==> src/rtl/mastermind_core_param.sv <==
// Parametrised Mastermind engine: guess editing, cycle-serial exact/partial scoring, win/loss tracking.
// Define MM_HISTORY_EN to add per-attempt history storage with a combinational read port.

module mastermind_peg_lane #(
    parameter int COLOR_W = 3
) (
    input  logic [COLOR_W-1:0] guess,
    input  logic [COLOR_W-1:0] target,
    input  logic [COLOR_W-1:0] colour,
    output logic               exact,
    output logic               g_hit,
    output logic               t_hit,
    output logic               filled
);
    assign exact  = (guess == target);
    assign g_hit  = (guess == colour);
    assign t_hit  = (target == colour);
    assign filled = (guess != '0);
endmodule

module mastermind_core_param #(
    parameter  int NUM_PEGS    = 4,
    parameter  int COLOR_W     = 3,
    parameter  int MAX_GUESSES = 6,
    localparam int IDX_W = (NUM_PEGS > 1) ? $clog2(NUM_PEGS) : 1,
    localparam int GN_W  = (MAX_GUESSES > 1) ? $clog2(MAX_GUESSES) : 1,
    localparam int CNT_W = $clog2(NUM_PEGS + 1)
) (
    input  logic                        Clk,
    input  logic                        Reset,
    input  logic [NUM_PEGS*COLOR_W-1:0] correct_answer,
    input  logic [COLOR_W-1:0]          current_color,
    input  logic                        confirm_color,
    input  logic                        check_guess,
    input  logic                        BtnL,
    input  logic                        BtnR,
    input  logic                        new_game,
`ifdef MM_HISTORY_EN
    input  logic [GN_W-1:0]             hist_sel,
    output logic [NUM_PEGS*COLOR_W-1:0] hist_guess,
    output logic [CNT_W-1:0]            hist_exact,
    output logic [CNT_W-1:0]            hist_partial,
`endif
    output logic [IDX_W-1:0]            index,
    output logic [GN_W-1:0]             guess_num,
    output logic [NUM_PEGS*COLOR_W-1:0] current_guess,
    output logic [CNT_W-1:0]            exact_cnt,
    output logic [CNT_W-1:0]            partial_cnt,
    output logic                        score_valid,
    output logic                        q_Start,
    output logic                        q_Input,
    output logic                        q_Score,
    output logic                        q_Eval,
    output logic                        q_DoneC,
    output logic                        q_DoneNC
);
    localparam int NCOL   = (1 << COLOR_W) - 1;
    localparam int SC_LEN = NUM_PEGS + NCOL;
    localparam int SC_W   = $clog2(SC_LEN);

    typedef enum logic [2:0] {S_START, S_INPUT, S_SCORE, S_EVAL, S_DONEC, S_DONENC} state_t;
    state_t state_q, state_d;

    logic [NUM_PEGS-1:0][COLOR_W-1:0] guess_q, target_q;
    logic [IDX_W-1:0]                 idx_q;
    logic [GN_W-1:0]                  gn_q;
    logic [CNT_W-1:0]                 exact_q, partial_q, acc_q;
    logic [SC_W-1:0]                  sc_q;

    logic [COLOR_W-1:0]  colour;
    logic [NUM_PEGS-1:0] exact_v, g_hit, t_hit, filled_v;
    logic [CNT_W-1:0]    g_cnt, t_cnt, c_min;
    logic                phase_a, sc_last, exact_inc, all_set;

    // Phase B walks colours 1..NCOL as sc_q runs NUM_PEGS..SC_LEN-1.
    assign colour = COLOR_W'(sc_q - SC_W'(NUM_PEGS - 1));

    genvar g;
    generate
        for (g = 0; g < NUM_PEGS; g++) begin : g_lane
            mastermind_peg_lane #(.COLOR_W(COLOR_W)) u_lane (
                .guess  (guess_q[g]),
                .target (target_q[g]),
                .colour (colour),
                .exact  (exact_v[g]),
                .g_hit  (g_hit[g]),
                .t_hit  (t_hit[g]),
                .filled (filled_v[g])
            );
        end
    endgenerate

    function automatic logic [CNT_W-1:0] popc(input logic [NUM_PEGS-1:0] v);
        logic [CNT_W-1:0] s;
        s = '0;
        for (int i = 0; i < NUM_PEGS; i++) s = s + CNT_W'(v[i]);
        return s;
    endfunction

    assign g_cnt     = popc(g_hit);
    assign t_cnt     = popc(t_hit);
    assign c_min     = (g_cnt < t_cnt) ? g_cnt : t_cnt;
    assign phase_a   = (sc_q < SC_W'(NUM_PEGS));
    assign sc_last   = (sc_q == SC_W'(SC_LEN - 1));
    assign exact_inc = phase_a && exact_v[sc_q[IDX_W-1:0]];
    assign all_set   = &filled_v;

    always_ff @(posedge Clk or posedge Reset) begin
        if (Reset) state_q <= S_START;
        else       state_q <= state_d;
    end

    always_comb begin
        state_d = state_q;
        case (state_q)
            S_START: state_d = S_INPUT;
            S_INPUT: if (check_guess && all_set) state_d = S_SCORE;
            S_SCORE: if (sc_last) state_d = S_EVAL;
            S_EVAL: begin
                if (exact_q == CNT_W'(NUM_PEGS))           state_d = S_DONEC;
                else if (gn_q == GN_W'(MAX_GUESSES - 1))   state_d = S_DONENC;
                else                                       state_d = S_INPUT;
            end
            default: state_d = state_q;
        endcase
        if (new_game) state_d = S_START;
    end

    always_ff @(posedge Clk or posedge Reset) begin
        if (Reset) begin
            target_q  <= '0;
            guess_q   <= '0;
            idx_q     <= '0;
            gn_q      <= '0;
            exact_q   <= '0;
            partial_q <= '0;
            acc_q     <= '0;
            sc_q      <= '0;
        end else begin
            case (state_q)
                S_START: begin
                    target_q  <= correct_answer;
                    guess_q   <= '0;
                    idx_q     <= '0;
                    gn_q      <= '0;
                    exact_q   <= '0;
                    partial_q <= '0;
                    acc_q     <= '0;
                    sc_q      <= '0;
                end
                S_INPUT: begin
                    // The write targets the cursor as it was before any same-cycle move.
                    if (confirm_color) guess_q[idx_q] <= current_color;
                    if (BtnR) begin
                        if (idx_q != IDX_W'(NUM_PEGS - 1)) idx_q <= idx_q + 1'b1;
                    end else if (BtnL && idx_q != '0) begin
                        idx_q <= idx_q - 1'b1;
                    end
                    if (state_d == S_SCORE) begin
                        exact_q   <= '0;
                        partial_q <= '0;
                        acc_q     <= '0;
                        sc_q      <= '0;
                    end
                end
                S_SCORE: begin
                    sc_q <= sc_q + 1'b1;
                    if (phase_a) exact_q <= exact_q + CNT_W'(exact_inc);
                    else         acc_q   <= acc_q + c_min;
                    if (sc_last) partial_q <= acc_q + c_min - exact_q;
                end
                S_EVAL: if (state_d == S_INPUT) gn_q <= gn_q + 1'b1;
                default: ;
            endcase
        end
    end

`ifdef MM_HISTORY_EN
    logic [NUM_PEGS*COLOR_W-1:0] hist_g_q [MAX_GUESSES];
    logic [CNT_W-1:0]            hist_e_q [MAX_GUESSES];
    logic [CNT_W-1:0]            hist_p_q [MAX_GUESSES];

    always_ff @(posedge Clk or posedge Reset) begin
        if (Reset) begin
            for (int i = 0; i < MAX_GUESSES; i++) begin
                hist_g_q[i] <= '0;
                hist_e_q[i] <= '0;
                hist_p_q[i] <= '0;
            end
        end else if (state_q == S_START) begin
            for (int i = 0; i < MAX_GUESSES; i++) begin
                hist_g_q[i] <= '0;
                hist_e_q[i] <= '0;
                hist_p_q[i] <= '0;
            end
        end else if (state_q == S_EVAL) begin
            hist_g_q[gn_q] <= guess_q;
            hist_e_q[gn_q] <= exact_q;
            hist_p_q[gn_q] <= partial_q;
        end
    end

    always_comb begin
        hist_guess   = '0;
        hist_exact   = '0;
        hist_partial = '0;
        if (int'(hist_sel) < MAX_GUESSES) begin
            hist_guess   = hist_g_q[hist_sel];
            hist_exact   = hist_e_q[hist_sel];
            hist_partial = hist_p_q[hist_sel];
        end
    end
`endif

    assign index         = idx_q;
    assign guess_num     = gn_q;
    assign current_guess = guess_q;
    assign exact_cnt     = exact_q;
    assign partial_cnt   = partial_q;
    assign score_valid   = (state_q == S_EVAL);
    assign q_Start       = (state_q == S_START);
    assign q_Input       = (state_q == S_INPUT);
    assign q_Score       = (state_q == S_SCORE);
    assign q_Eval        = (state_q == S_EVAL);
    assign q_DoneC       = (state_q == S_DONEC);
    assign q_DoneNC      = (state_q == S_DONENC);
endmodule

==> config.mk <==
export PLATFORM = sky130hd
export DESIGN_NAME = mastermind_core_param
export DESIGN_NICKNAME = d
export VERILOG_FILES = /design/src/rtl/mastermind_core_param.sv
export SDC_FILE = /design/constraint.sdc
export NUM_CORES = 1
export LEC_CHECK = 0
export BUFFER_PORTS_ARGS = -buffer_cell sky130_fd_sc_hd__buf_2
export CORE_MARGIN = 2
export CORE_UTILIZATION = 30
export CTS_BUF_LIST = sky130_fd_sc_hd__clkbuf_16
export CTS_CLUSTER_SIZE = 16
export DETAILED_ROUTE_END_ITERATION = 6
export GPL_TIMING_DRIVEN = 0
export SLEW_MARGIN = 20
export SYNTH_ARGS = -nofsm -noshare
export SYNTH_HDL_FRONTEND = slang
export SYNTH_HIERARCHICAL = 1
export SYNTH_SLANG_ARGS = --single-unit
==> constraint.sdc <==
create_clock -name Clk -period 7.4 [get_ports Clk]
set_input_delay 0.37 -clock Clk [delete_from_list [all_inputs] [get_ports Clk]]
set_output_delay 0.37 -clock Clk [all_outputs]
set_load 0.005 [all_outputs]
-- Yosys cells after proc, flatten, opt, wreduce, memory -nomap -nowiden
Index checks and enable logic that the tools add are counted.
- flip-flop bits (word level): 45
- bits in latches: 0
- bits in writable memories: 0
- bits in read-only memories: 0
- input port bits: 22
- output and inout port bits: 30
- logic and storage cells: 115
- memories kept: 0
- $add $sub $neg: 14
- multipliers: 0
- divide/modulo/power cells: 0
- order comparisons: 5
- eq/ne operators: 31
- shift-type cells: 0
- mux-type cells: 29
- bitwise gates (word level): 0
- reductions and logical operators: 21
- operators with widths (operator ; number):
    3-bit == test ; 12
    3-bit two-way mux ; 12
    3-bit one-hot mux with 3 select lines ; 3
    12-bit one-hot mux with 2 select lines ; 1
    3-bit nonzero test ; 5
    12-bit bitwise mux ; 1
    3-bit == test (second input constant) ; 4
    12-bit two-way mux ; 1
    3-bit one-hot mux with 4 select lines ; 1
    4-bit one-hot mux with 3 select lines ; 1
    3-bit AND reduction ; 4
    3-bit by 1-bit adder with 3-bit output ; 3
    3-bit by 2-bit == test with 1-bit output (second input constant) ; 3
    2-bit by 1-bit != test with 1-bit output (second input constant) ; 4
    2-bit by 1-bit adder with 3-bit output ; 2
    3-bit demux with 2-bit select ; 1
    3-bit by 1-bit == test with 1-bit output (second input constant) ; 2
    2-bit by 3-bit less-than comparator with 1-bit output (second input constant) ; 2
    2-bit two-way mux ; 3
    2-bit != test (second input constant) ; 3
    3-bit by 2-bit != test with 1-bit output (second input constant) ; 2
    3-bit one-hot mux with 2 select lines ; 1
    2-bit AND reduction ; 3
    2-bit nonzero test ; 3
    other kinds (19) ; 23

-- Longest topological paths before layout
Gate-level depths: netlist (run 1).
- depth after elaboration: 11
- gate-level depth with buffers: 22
- gate-level depth less buffers: 22

-- Modules after synthesis
Netlist (run 1), hierarchy kept.
- modules (own cells, without submodules) (module ; instances ; cells each ; area each (um^2) ; sequential area each (um^2)):
    mastermind_core_param ; 1 ; 272 ; 2497.4 ; 1126.1
    mastermind_peg_lane ; 4 ; 13 ; 100.1 ; 0.0

-- Least setup slack after synthesis (run 1)
OpenSTA, ideal clock, no wires.
- kind: register to register
- start point: register sc_q[0]
- end point: register partial_q[2], in the netlist partial_cnt[2]
- setup time: 0.122 ns
- data arrival time: 5.106 ns
- data required time: 7.278 ns
- setup slack: 2.172 ns
- cell stages (with the launch flop): 22
- buffers on the path: 0
- period minus slack after synthesis: 5.228 ns
- path through: dfrtp_1 -> ha_1 -> xnor2_1 -> xor2_1 -> nor3_1 -> inv_1 -> fa_1 -> inv_1 -> ha_1 -> ha_1 -> inv_1 -> ha_1 -> a21o_1 -> a21oi_1 -> mux2_2 -> ha_1 -> fa_1 -> inv_1 -> fa_1 -> xnor2_1 -> xnor2_1 -> o2bb2ai_1
- cells in the longest elaborated chain, start to end: 11
- elaborated cells on any way between the ends: 29
- classes of those cells: add/sub (9); order compare (1); eq/ne (12); mux (6); reduce/logical (1)
- RTL lines (item ; line ; source):
    from (decl) ; 68 ; logic [SC_W-1:0] sc_q;
    from (signal assigned) ; 167 ; sc_q <= sc_q + 1'b1;
    3-bit by 2-bit subtractor with 3-bit output * ; 76 ; assign colour = COLOR_W'(sc_q - SC_W'(NUM_PEGS - 1));
    via colour[2] ; 70 ; logic [COLOR_W-1:0] colour;
    3-bit == test * ; 17 ; assign t_hit = (target == colour);
    via t_hit[0] ; 71 ; logic [NUM_PEGS-1:0] exact_v, g_hit, t_hit, filled_v;
    1-bit by 1-bit adder with 2-bit output * ; 96 ; for (int i = 0; i < NUM_PEGS; i++) s = s + CNT_W'(v[i]);
    2-bit by 1-bit adder with 3-bit output * ; 96 ;
    3-bit by 1-bit adder with 3-bit output * ; 96 ;
    3-bit less-than comparator ; 102 ; assign c_min = (g_cnt < t_cnt) ? g_cnt : t_cnt;
    3-bit two-way mux * ; 102 ;
    3-bit adder * ; 170 ; if (sc_last) partial_q <= acc_q + c_min - exact_q;
    3-bit subtractor * ; 170 ;
    3-bit two-way mux * ; 170 ;
    3-bit one-hot mux with 3 select lines * ; 140 ; case (state_q)
    to (signal assigned) ; 170 ;
    to (decl) ; 67 ; logic [CNT_W-1:0] exact_q, partial_q, acc_q;
Mark *: on every way through the listed nets, which the timed path passes. The rest lies on a longest branch. The select of a mux whose other input is x is not followed.
A chain may end at the register's enable or synchronous reset.

-- Worst setup path after layout (run 1)
Ends and elaborated chain as after synthesis.

==> impl_results.md, run 1 <==
* Netlist Area Pre-Place at 2900 sq um
* Commonest cells after routing, fill and taps aside: nand2_1, buf_2, dfrtp_1
* Max cap viols at 0
* Worst-Margin Slew at 637 ps
* HP Class: input pin to async pin
* CP most frequent cell: inv_1
* CP startpoint: sc_q[0]
* R2R Path End: partial_cnt[2]
* Die W at 102 microns
* Grt ovf at 0
* Post-synth top flop: dfrtp_1
* Clk slew on worst S/H paths at 60 ps
* Largest net degree at the start of global routing at 26
* Delay of the slowest critical-path stage at 530 ps
* Pre-Repair DR Iteration Count at 4
* Num Clock Sinks at 45
* Root buf cell: clkbuf_16
* IO Pins at 52
* Switching pwr at around 170 uW
* Vias in the first global route at 2438
* Fill cells at 967
* Detail-routed via count per cell at between 4 and 5
* Clk Latency, worst-skew pair at 290 ps
* CP arrival at a little under 6000 ps
* GRT Overall Usage at 14.5%
* H-tree levels at 2
* Final min period at 5640 ps
* Port Buf Inserts at a little over 50
* RSZ-0062 raised after global routing: false
* Lkg Pwr at 0.00179 uW
* Synthesis-to-layout area growth at 20.3%
* Comb pwr share at 17.5%
* Placed Area at around 3300 sq um
* Crit path buf inv count at 6
* Crit start category: flop
* Reg2reg path depth at 22
* Setup TNS at 0 ps
* Full die area at 10500 sq um
* First-pass GRT wire length at between 10000 and 15000 microns
* Fin util at 37.4%
* CP top delay family: adder cells
* Syn. warnings at 6
* Net count reported at finish at 423
* Outcome: completed
* Max FO, Critical Path at 10
* Cell depth of the worst setup path at 22
* Quantity of hold-fixing buffers added after cts at 0
* Number of distinct library cells after synthesis at 44
* WL/cell at 13.8 microns
* Synthesized area per cell at 8.94 sq um
* Flops & latches, synth at 45
* CP endpoint kind: flop
* EDFF count, synth at 0
* RD Place Congestion at 0.848
* Reg-to-reg critical path startpoint: sc_q[0]
* Final hold vios at 0
* DP HPWL at 5550 microns
* CTS tree: yes
* Flop pwr share at 46.5%
* Final setup fails at 0
* Sw frac at 28.5%
* Syn nets at about 360
* Final cell area excluding filler cells at between 3000 and 4000 sq um
* Mapped Cells at 324
* DRT antenna net count at 0
* Hold_ws at 110 ps
* Pwr dens at 174 nW/um^2
* Fmax achieved at 177 MHz
* Via Count at 2446
* Postcts setup bufs at 0
* Period Utilization, post-route at between 70% and 80%
* Rows at 35
* Slew Viols, Final at 0
* Worst R2R Setup Slack at 1760 ps
* Critical path, cell by cell: inv_1, ha_1, inv_1, xor2_1, nor3_1, inv_1, fa_1, inv_1, ha_1, ha_1, inv_1, ha_1, a21o_1, a21oi_1, mux2_2, ha_1, fa_1, inv_1, fa_1, xnor2_1, xnor2_1, o2bb2ai_1
* Clock power share at a little over a third
* Core area at roughly 9300 sq um
* Peak VDD IR at 0.0821 mV
* Clk buf depth at 2
* Clock Skew at 5.61 ps
* Synth async-reset ratio at 100%
* # diodes at 0
* Most common cell after layout, fill and taps aside: nand2_1
* Worst setup path endpoint: partial_cnt[2]
* Post-Route WL at 7070 microns
* Initial Util at 31.1%
* Die H at 102 microns
* Share of cells above drive strength 1 at 19.5%
* Slowest stage cell, crit path: fa_1
* Initial DRC count at about 120
* Register area share after synthesis at 38.9%
* Critical Path RT at 7580 ps
* Critical path class: flop to flop
* CTS buffer count at 5
* Worst rel slew slack at between 50% and 60%
* Antenna violations before repair at 0
* Resized cells post-CTS at 0
* Post-route DRC at 0
* Int Power at 432 uW
==> registers in the layout (all words and copies together), names as in the netlist <==
register and flops:
current_guess 12, target_q 12, sc_q 4, acc_q 3
exact_cnt 3, guess_num 3, partial_cnt 3, state_q 3
index 2
==> synth_stat cells, types with 6 or more instances <==
master / instances / share of area [%]
o21ai_0: 6 / 1.0
nand2_1: 59 / 7.6
a21oi_1: 13 / 2.2
clkbuf_1: 8 / 1.0
xor2_1: 36 / 11
o22ai_1: 8 / 1.7
inv_1: 22 / 2.8
o21ai_1: 9 / 1.6
nor2_1: 12 / 1.6
or3_1: 7 / 1.5
nand2b_1: 6 / 1.3
ha_1: 14 / 6.0
nor3_1: 20 / 3.5
dfrtp_1: 45 / 39
==> final cells by class <==
type / count / area [sq um] / share of cell area [%]
flip-flops and latches: 45 / 1130 / 32.3
repair buffers: 52 / 275 / 7.90
well taps: 129 / 161 / 4.63
clock buffers: 5 / 125 / 3.59
plain buffers: 11 / 53.8 / 1.54
inverters: 26 / 97.6 / 2.80
multi-input cells: 242 / 1630 / 46.7
clock inverters: 3 / 17.5 / 0.503
==> power groups by stage <==
stage	clock network [uW]	registers, uW	logic, uW
after floorplan	0	280	73.0
after global placement	0	285	103
after detailed placement	0	285	107
after CTS	223	281	107
after global routing	236	283	121
final	218	281	106
==> worst register-to-register path, stage by stage (launching register included) <==
cell and delay [ps]:
dfrtp_1 450, inv_1 390, ha_1 330, inv_1 320, xor2_1 120, nor3_1 170
inv_1 80, fa_1 530, inv_1 40, ha_1 170, ha_1 270, inv_1 50
ha_1 260, a21o_1 160, a21oi_1 220, mux2_2 380, ha_1 190, fa_1 510
inv_1 70, fa_1 400, xnor2_1 200, xnor2_1 150, o2bb2ai_1 70
==> routing by layer <==
layer | share of wire, % | GRT usage [%]
met1 | 47 | 20.2
met2 | 48 | 23.3
met3 | 3.8 | 2.80
met4 | 1.0 | 3.59
met5 | 0 | 0
==> logic make-up (layout without fill, tap and decap cells) <==
family,Yosys count,after routing,share of synthesized area [%]
DFF,45,45,38.9
buffers and inverters,37,97,5.22
xor gates and xnor gates,41,41,12.4
AOI/OAI and AO/OA,62,62,14.2
muxes,4,4,1.86
adders and majority gates,18,18,8.81
and+or+nand+nor,117,117,18.7
==> stage by stage <==
| step | power (uW) | cells | worst slack (ps) |
|---|---|---|---|
| after global placement | 388 | 504 | 1740 |
| final | 605 | 513 | 1760 |
| after detailed placement | 392 | 505 | 1640 |
| after global routing | 641 | 513 | 1380 |
| after floorplan | 353 | 324 | 2170 |
| after CTS | 611 | 513 | 1630 |
==> worst min path at each step <==
stage / startpoint / end / slack [ps]
after floorplan: new_game / state_q[1] / 440
after global placement: acc_q[2] / acc_q[2] / 480
after detailed placement: Reset / target_q[3] / 440
after CTS: Reset / acc_q[0] / 130
after global routing: Reset / acc_q[0] / 160
final: Reset / partial_cnt[2] / 110
(Power assumes the default switching activity.)
==> run 2, diff against run 1 <==
--- a/config.mk
+++ b/config.mk
@@ -5,6 +5,7 @@
 export SDC_FILE = /design/constraint.sdc
 export NUM_CORES = 1
 export LEC_CHECK = 0
+export ABC_AREA = 1
 export BUFFER_PORTS_ARGS = -buffer_cell sky130_fd_sc_hd__buf_2
 export CORE_MARGIN = 2
 export CORE_UTILIZATION = 30
==> constraint.sdc (replaced) <==
create_clock -name Clk -period 5.55 [get_ports Clk]
set_input_delay 0.2775 -clock Clk [delete_from_list [all_inputs] [get_ports Clk]]
set_output_delay 0.2775 -clock Clk [all_outputs]
set_load 0.005 [all_outputs]
==> run 2 against run 1 <==
Against the previous run: sequential share of layout area shrank 2.6 points; clock power up 57%; synthesized cell count is 30% higher; critical path depth increased by 2; sequential power increased by 36%; total power up 53%; first-iteration DRC count grew 11%.
==> impl_results.md, run 2 <==
* Most common cell after layout, fill and taps aside: nand2_1
* Critical path, cell by cell: clkinvlp_4, ha_1, clkinvlp_4, buf_4, xnor2_1, nand2_1, nor2_1, fa_1, ha_1, ha_1, ha_1, a21oi_1, nand2_1, nor2_1, a21oi_1, ha_1, fa_1, inv_1, fa_1, xor2_1, inv_1, nand2_1, nand3_1, nand2_1
* Root buf cell: clkbuf_16
* Leading post-synthesis cells by cell area: dfrtp_1, nand2_1, inv_1
* CP most frequent cell: ha_1
* Port Buf Inserts at 51 (unchanged)
* Reg2reg path depth at 24 (+9.1%)
* First-pass GRT wire length at 12600 microns (+5.8%)
* Number of distinct library cells after synthesis at 32 (-27%)
* Worst rel slew slack at 55.7% (-1.7 points)
* Post-route DRC at 0 (unchanged)
* Yosys top cell area share at 36.3% (-2.6 points)
* Final min period at 5090 ps (-548 ps)
* CP arrival at 5280 ps (-540 ps)
* Grt ovf at 0 (unchanged)
* Synth async-reset ratio at 100% (unchanged)
* Comb pwr share at 21.6% (+4.1 points)
* CP top delay family: adder cells
* Clk buf depth at 2 (unchanged)
* GRT Overall Usage at 13.8% (-0.68 points)
* Antenna violations before repair at 0 (unchanged)
* Sw frac at 30.7% (+2.1 points)
* Delay of the slowest critical-path stage at 500 ps (-30 ps)
* Pwr dens at 245 nW/um^2 (+41%)
* Register area share after synthesis at 36.3% (-2.6 points)
* Clk slew on worst S/H paths at 70 ps (about the same)
* Initial Util at 30.5% (-0.61 points)
* Crit start category: flop
* Detail-routed via count per cell at 4.46 (-6.4%)
* Critical path class: flop to flop
* Setup TNS at 0 ps (unchanged)
* Flop pwr share at 41.3% (-5.2 points)
* EDFF count, synth at 0 (unchanged)
* HP Class: input pin to flop
* Min-delay src: correct_answer[0]
* Peak VDD IR at 0.155 mV (+89%)
* Max cap viols at 0 (unchanged)
* Post-Route WL at 7420 microns (+5.0%)
* Cell depth of the worst setup path at 24 (+9.1%)
* Num Clock Sinks at 45 (unchanged)
* Hold Crit Depth at 3
* Hold EP: target_q[0]
* Fill cells at 1121 (+16%)
* RSZ-0062 raised after global routing: false
* Max FO, Critical Path at 8 (-2)
* Non-filler cells, final at 624 (+22%)
* CTS tree: yes
* Clk Latency, worst-skew pair at 290 ps (about the same)
* WL/cell at 11.9 microns (-14%)
* Outcome: completed
* Netlist Area Pre-Place at 3100 sq um (+7.0%)
* Clock power share at 37.1% (+1.1 points)
* Synthesis-to-layout area growth at 22.0%
* CTS buffer count at 5 (unchanged)
* Syn. warnings at 6 (unchanged)
* # diodes at 0 (unchanged)
* Final setup fails at 0 (unchanged)
* Post-synth top flop: dfrtp_1
* Die H at 106 microns (+3.3%)
* Worst R2R Setup Slack at 460 ps (-1300 ps)
* Rows at 37 (+5.7%)
* Switching pwr at 284 uW (+64%)
* Commonest cells post-synth: nand2_1, inv_1, dfrtp_1
* Net count reported at finish at 527 (+25%)
* DP HPWL at 5740 microns (+3.4%)
* Commonest cells after routing, fill and taps aside: nand2_1, inv_1, buf_2
* Mapped Cells at 421 (+30%)
* Critical Path RT at 5730 ps (-1850 ps)
* Full die area at 11200 sq um (+6.8%)
* Inst Count DP at 609 (+21%)
* Area of the multi-input gates at 1720 sq um (+5.8%)
* Crit path buf inv count at 5 (-1)
* Clock Skew at 8.29 ps (+2.69 ps)
* Largest net degree at the start of global routing at 33 (+27%)
* Share of cells above drive strength 1 at 19.3% (-0.27 points)
* Worst-Margin Slew at 662 ps (+24.7 ps)
* Period Utilization, post-route at 91.7% (+16 points)
* Flops & latches, synth at 45 (unchanged)
* Core area at 10200 sq um (+9.2%)
* Final hold vios at 0 (unchanged)
* CP endpoint kind: flop
* DRT antenna net count at 0 (unchanged)
* Slowest stage cell, crit path: dfrtp_1
* H-tree levels at 2 (unchanged)
* Syn nets at 461 (+27%)
* RD Place Congestion at 0.886 (+4.5%)
* Die W at 106 microns (+3.3%)
* Lkg Pwr at 0.00216 uW (+21%)
* R2R Path End: partial_cnt[2]
* Power Total at 926 uW (+53%)
* Yosys top cell by area: dfrtp_1
* Vias in the first global route at 2692 (+10%)
* Most frequent cell after synthesis: nand2_1
* Pre-Repair DR Iteration Count at 4 (unchanged)
* Initial DRC count at 134 (+11%)
* Synthesized area per cell at 7.37 sq um (-18%)
* IO Pins at 52 (unchanged)
* Fmax achieved at 196 MHz (+11%)
* Register Area at 1130 sq um (unchanged)
* Slew Viols, Final at 0 (unchanged)
* Via Count at 2786 (+14%)
* Reg-to-reg critical path startpoint: sc_q[0]
* Int Power at 642 uW (+49%)
==> run 2: cells by family (layout without fill, tap and decap cells) <==
logic type / after synthesis / count (layout) / synth area share (%)
AOI/OAI and AO/OA: 36 / 36 / 6.50
xor gates and xnor gates: 32 / 32 / 9.04
adders and majority gates: 18 / 18 / 8.23
buffers and inverters: 65 / 132 / 8.39
DFF: 45 / 45 / 36.3
and+or+nand+nor: 225 / 225 / 31.5
==> run 2: power by group through the flow <==
stage	clock (uW)	sequential [uW]	combinational, uW
2_1_floorplan	0	381	142
3_3_place_gp	0	388	194
3_5_place_dp	0	389	201
4_1_cts	352	383	203
5_1_grt	365	387	232
6_report	343	383	200
==> run 2: metal layers <==
layer	GRT usage (%)	up-vias	wire [microns]
met2	23.6	49	3590
met5	0	-	0
met3	2.35	6	260
li1	-	1439	-
met1	18.5	1292	3500
met4	2.82	0	68
==> run 2: repair_timing <==
item | 4_1_cts | 5_1_grt
endpoints found under the hold margin | 13 | 0
setup buffers | 0 | 6
resized for setup | 0 | 2
hold buffers | 1 | 0
endpoints found under the setup margin | 0 | 2
==> run 2: worst max path at each step <==
stage                     startpoint              to  slack, ps
after detailed placement     sc_q[0]  partial_cnt[2]        270
after global placement       sc_q[0]  partial_cnt[2]        360
final                        sc_q[0]  partial_cnt[2]        460
after global routing         sc_q[0]  partial_cnt[2]          4
after floorplan              sc_q[0]  partial_cnt[2]        720
after CTS                    sc_q[0]  partial_cnt[2]        200
==> run 2: per-stage QoR <==
stage / util (%) / instance area [sq um] / hold WS [ps] / worst slack, ps
floorplan: - / 3100 / 394 / 717
global placement: 34.6 / 3530 / 454 / 356
detailed placement: 34.8 / 3550 / 266 / 266
CTS: 36.6 / 3720 / 196 / 197
global route: 37.2 / 3780 / 202 / 4.42
finish: 37.2 / 3780 / 196 / 458
==> run 2: area by class of cell <==
type	count	area share (%)
well taps	136	4.50
inverters	60	6.15
flip-flops and latches	45	29.8
plain buffers	5	0.926
repair buffers	59	8.73
clock inverters	3	1.12
multi-input cells	311	45.5
clock buffers	5	3.31
==> run 2: worst register-to-register path, stage by stage (launching register included) <==
cell and delay [ps]:
dfrtp_1 500, clkinvlp_4 170, ha_1 360, clkinvlp_4 220, buf_4 200, xnor2_1 140
nand2_1 60, nor2_1 140, fa_1 440, ha_1 190, ha_1 200, ha_1 320
a21oi_1 200, nand2_1 140, nor2_1 100, a21oi_1 50, ha_1 190, fa_1 500
inv_1 60, fa_1 410, xor2_1 160, inv_1 60, nand2_1 50, nand3_1 80
nand2_1 50
==> run 3, diff against run 2 <==
--- a/config.mk
+++ b/config.mk
@@ -13,6 +13,7 @@
 export CTS_CLUSTER_SIZE = 16
 export DETAILED_ROUTE_END_ITERATION = 6
 export GPL_TIMING_DRIVEN = 0
+export RECOVER_POWER = 100
 export SLEW_MARGIN = 20
 export SYNTH_ARGS = -nofsm -noshare
 export SYNTH_HDL_FRONTEND = slang
==> run 3 against run 2 <==
Against the previous run: the flow now finishes with violations (capacitance limit, slew limit); clock power hardly changed; total power is 0.86% lower; count of clock-buffer cells in the layout unchanged; clock skew increased by 0.66 ps; core utilization decreased by 1.0 points; register-to-register slack about the same; cell count did not move; first-iteration DRC count is 6.0% lower; critical endpoint unchanged; largest cell class unchanged; highest routed layer unchanged.
==> impl_results.md, run 3 (same netlist as run 2, synthesis figures left out) <==
* Crit start category: flop
* Comb pwr share at 20.9% (-0.7 points)
* Post-route worst setup slack at 462 ps (+3.51 ps)
* RD Place Congestion at 0.886 (unchanged)
* Delay of the slowest critical-path stage at 500 ps (about the same)
* Worst slack, placed at 266 ps (unchanged)
* Switching pwr at 281 uW (-0.99%)
* CP arrival at 5270 ps (about the same)
* Slowest stage cell, crit path: dfrtp_1
* Full die area at 11200 sq um (unchanged)
* Clock Skew at 8.95 ps (+0.659 ps)
* Grt ovf at 0 (unchanged)
* Pre-Repair DR Iteration Count at 4 (unchanged)
* Max cap viols at 1 (+1)
* Most common cell after layout, fill and taps aside: nand2_1
* Clock power share at 37.5% (+0.4 points)
* Worst-Margin Slew at 1800 ps (+1140 ps)
* Vias in the first global route at 2692 (unchanged)
* Period Utilization, post-route at 91.7% (about the same)
* IO Pins at 52 (unchanged)
* DP HPWL at 5740 microns (unchanged)
* Post-Route WL at 7480 microns (+0.74%)
* Power Total at 918 uW (-0.86%)
* H-tree levels at 2 (unchanged)
* Critical path class: flop to flop
* First-pass GRT wire length at 12600 microns (unchanged)
* RSZ-0062 raised after global routing: false
* Commonest cells after routing, fill and taps aside: nand2_1, inv_1, dfrtp_1
* Worst rel slew slack at -19.8% (-76 points)
* Net count reported at finish at 527 (unchanged)
* Rows at 37 (unchanged)
* Sw frac at 30.6% (-0.040 points)
* WL/cell at 12.0 microns (+0.74%)
* CTS tree: yes
* CTS buffer count at 5 (unchanged)
* Root buf cell: clkbuf_16
* Die H at 106 microns (unchanged)
* Lkg Pwr at 0.00208 uW (-3.8%)
* Final hold vios at 0 (unchanged)
* Setup TNS at 0 ps (unchanged)
* Antenna violations before repair at 0 (unchanged)
* Clk slew on worst S/H paths at 70 ps (about the same)
* Slew Viols, Final at 33 (+33)
* Critical Path RT at 5730 ps (about the same)
* GRT Overall Usage at 13.8% (unchanged)
* CP endpoint kind: flop
* Area of the multi-input gates at 1660 sq um (-3.6%)
* Clk Latency, worst-skew pair at 290 ps (about the same)
* Register Area at 1130 sq um (unchanged)
* Initial DRC count at 126 (-6.0%)
* Final setup fails at 0 (unchanged)
* Failing checks: capacitance limit, slew limit
* Critical path, cell by cell: clkinvlp_4, ha_1, clkinvlp_4, buf_4, xnor2_1, nand2_1, nor2_1, fa_1, ha_1, ha_1, ha_1, a21oi_1, nand2_1, nor2_1, a21oi_1, ha_1, fa_1, inv_1, fa_1, xor2_1, inv_1, nand2_1, nand3_1, nand2_1
* Core area at 10200 sq um (unchanged)
* Outcome: finished with violations
* Flop pwr share at 41.7% (+0.4 points)
* DRT antenna net count at 0 (unchanged)
* Max FO, Critical Path at 8 (unchanged)
* Pwr dens at 249 nW/um^2 (+2.0%)
* Initial Util at 30.5% (unchanged)
* Via Count at 2806 (+0.72%)
* Peak VDD IR at 0.155 mV (-0.23%)
* Num Clock Sinks at 45 (unchanged)
* Clk buf depth at 2 (unchanged)
* Int Power at 637 uW (-0.80%)
* HP Class: input pin to flop
* Min-delay src: correct_answer[1]
* Die W at 106 microns (unchanged)
* Final min period at 5090 ps (-3.51 ps)
* Port Buf Inserts at 51 (unchanged)
* Fmax achieved at 197 MHz (about the same)
* Post-route DRC at 0 (unchanged)
* # diodes at 0 (unchanged)
* Fill cells at 1142 (+1.9%)
* Detail-routed via count per cell at 4.50 (+0.72%)
* CP startpoint: sc_q[0]
* Largest net degree at the start of global routing at 33 (unchanged)
* Share of cells above drive strength 1 at 12.9% (-6.4 points)
* Reg-to-reg critical path startpoint: sc_q[0]
* CP most frequent cell: ha_1
* Synthesis-to-layout area growth at 18.6%
[run 3: cell count changes in the layout (fill, tap and decap cells not counted), moves of 3 or more]
cell and change:
inv_2 -5, clkbuf_1 +17, inv_1 +5, nand2_1 +5
buf_2 -15, nand2_2 -3
[run 3: layout make-up]
type	instances	share of cell area [%]
Sequential cell	45	30.6
Buffer	5	0.612
Multi-Input combinational cell	311	45.1
Inverter	60	6.33
Tap cell	136	4.63
Clock inverter	3	1.16
Timing Repair Buffer	59	8.13
Clock buffer	5	3.40
[run 3: worst paths after layout]
kind / to / slack [ps] / depth (start not counted)
max in group asynchronous: target_q[3] / 2900 / 4
min reg2reg: partial_cnt[0] / 470 / 2
max reg2reg: partial_cnt[2] / 460 / 24
min in group asynchronous: state_q[2] / 580 / 3
max: partial_cnt[2] / 460 / 24
min: target_q[1] / 190 / 3
[run 3: layer usage]
layer / GRT usage, % / up-vias / part of all wire [%]
met4: 2.82 / 0 / 0.91
met1: 18.5 / 1316 / 47
li1: - / 1433 / -
met3: 2.35 / 6 / 3.7
met2: 23.6 / 51 / 48
met5: 0 / - / 0
[run 3: power groups by stage]
| stage | clock network (uW) | logic, uW | registers, uW |
|---|---|---|---|
| 2_1_floorplan | 0 | 142 | 381 |
| 3_3_place_gp | 0 | 194 | 388 |
| 3_5_place_dp | 0 | 201 | 389 |
| 4_1_cts | 352 | 203 | 383 |
| 5_1_grt | 365 | 224 | 387 |
| 6_report | 344 | 192 | 382 |
[run 3: repair_timing]
item / in CTS / in global routing
endpoints found under the hold margin: 13 / 0
buffers inserted: 0 / 6
resized for setup: 0 / 2
hold buffers: 1 / 0
endpoints found under the setup margin: 0 / 2
[run 3: metrics by stage]
step	area [sq um]	hold WS, ps	std cells	util, %
detailed placement	3550	266	609	34.8
floorplan	3100	394	421	-
finish	3680	195	624	36.1
global route	3680	202	624	36.1
global placement	3530	454	608	34.6
CTS	3720	196	618	36.6
[run 3: critical path, delay by kind of cell, from the launching register on]
family,cells,cell delay [ps]
adders and majority gates,8,2610
buffers and inverters,5,710
and+or+nand+nor,7,610
DFF,1,500
xor gates and xnor gates,2,300
AOI/OAI and AO/OA,2,250
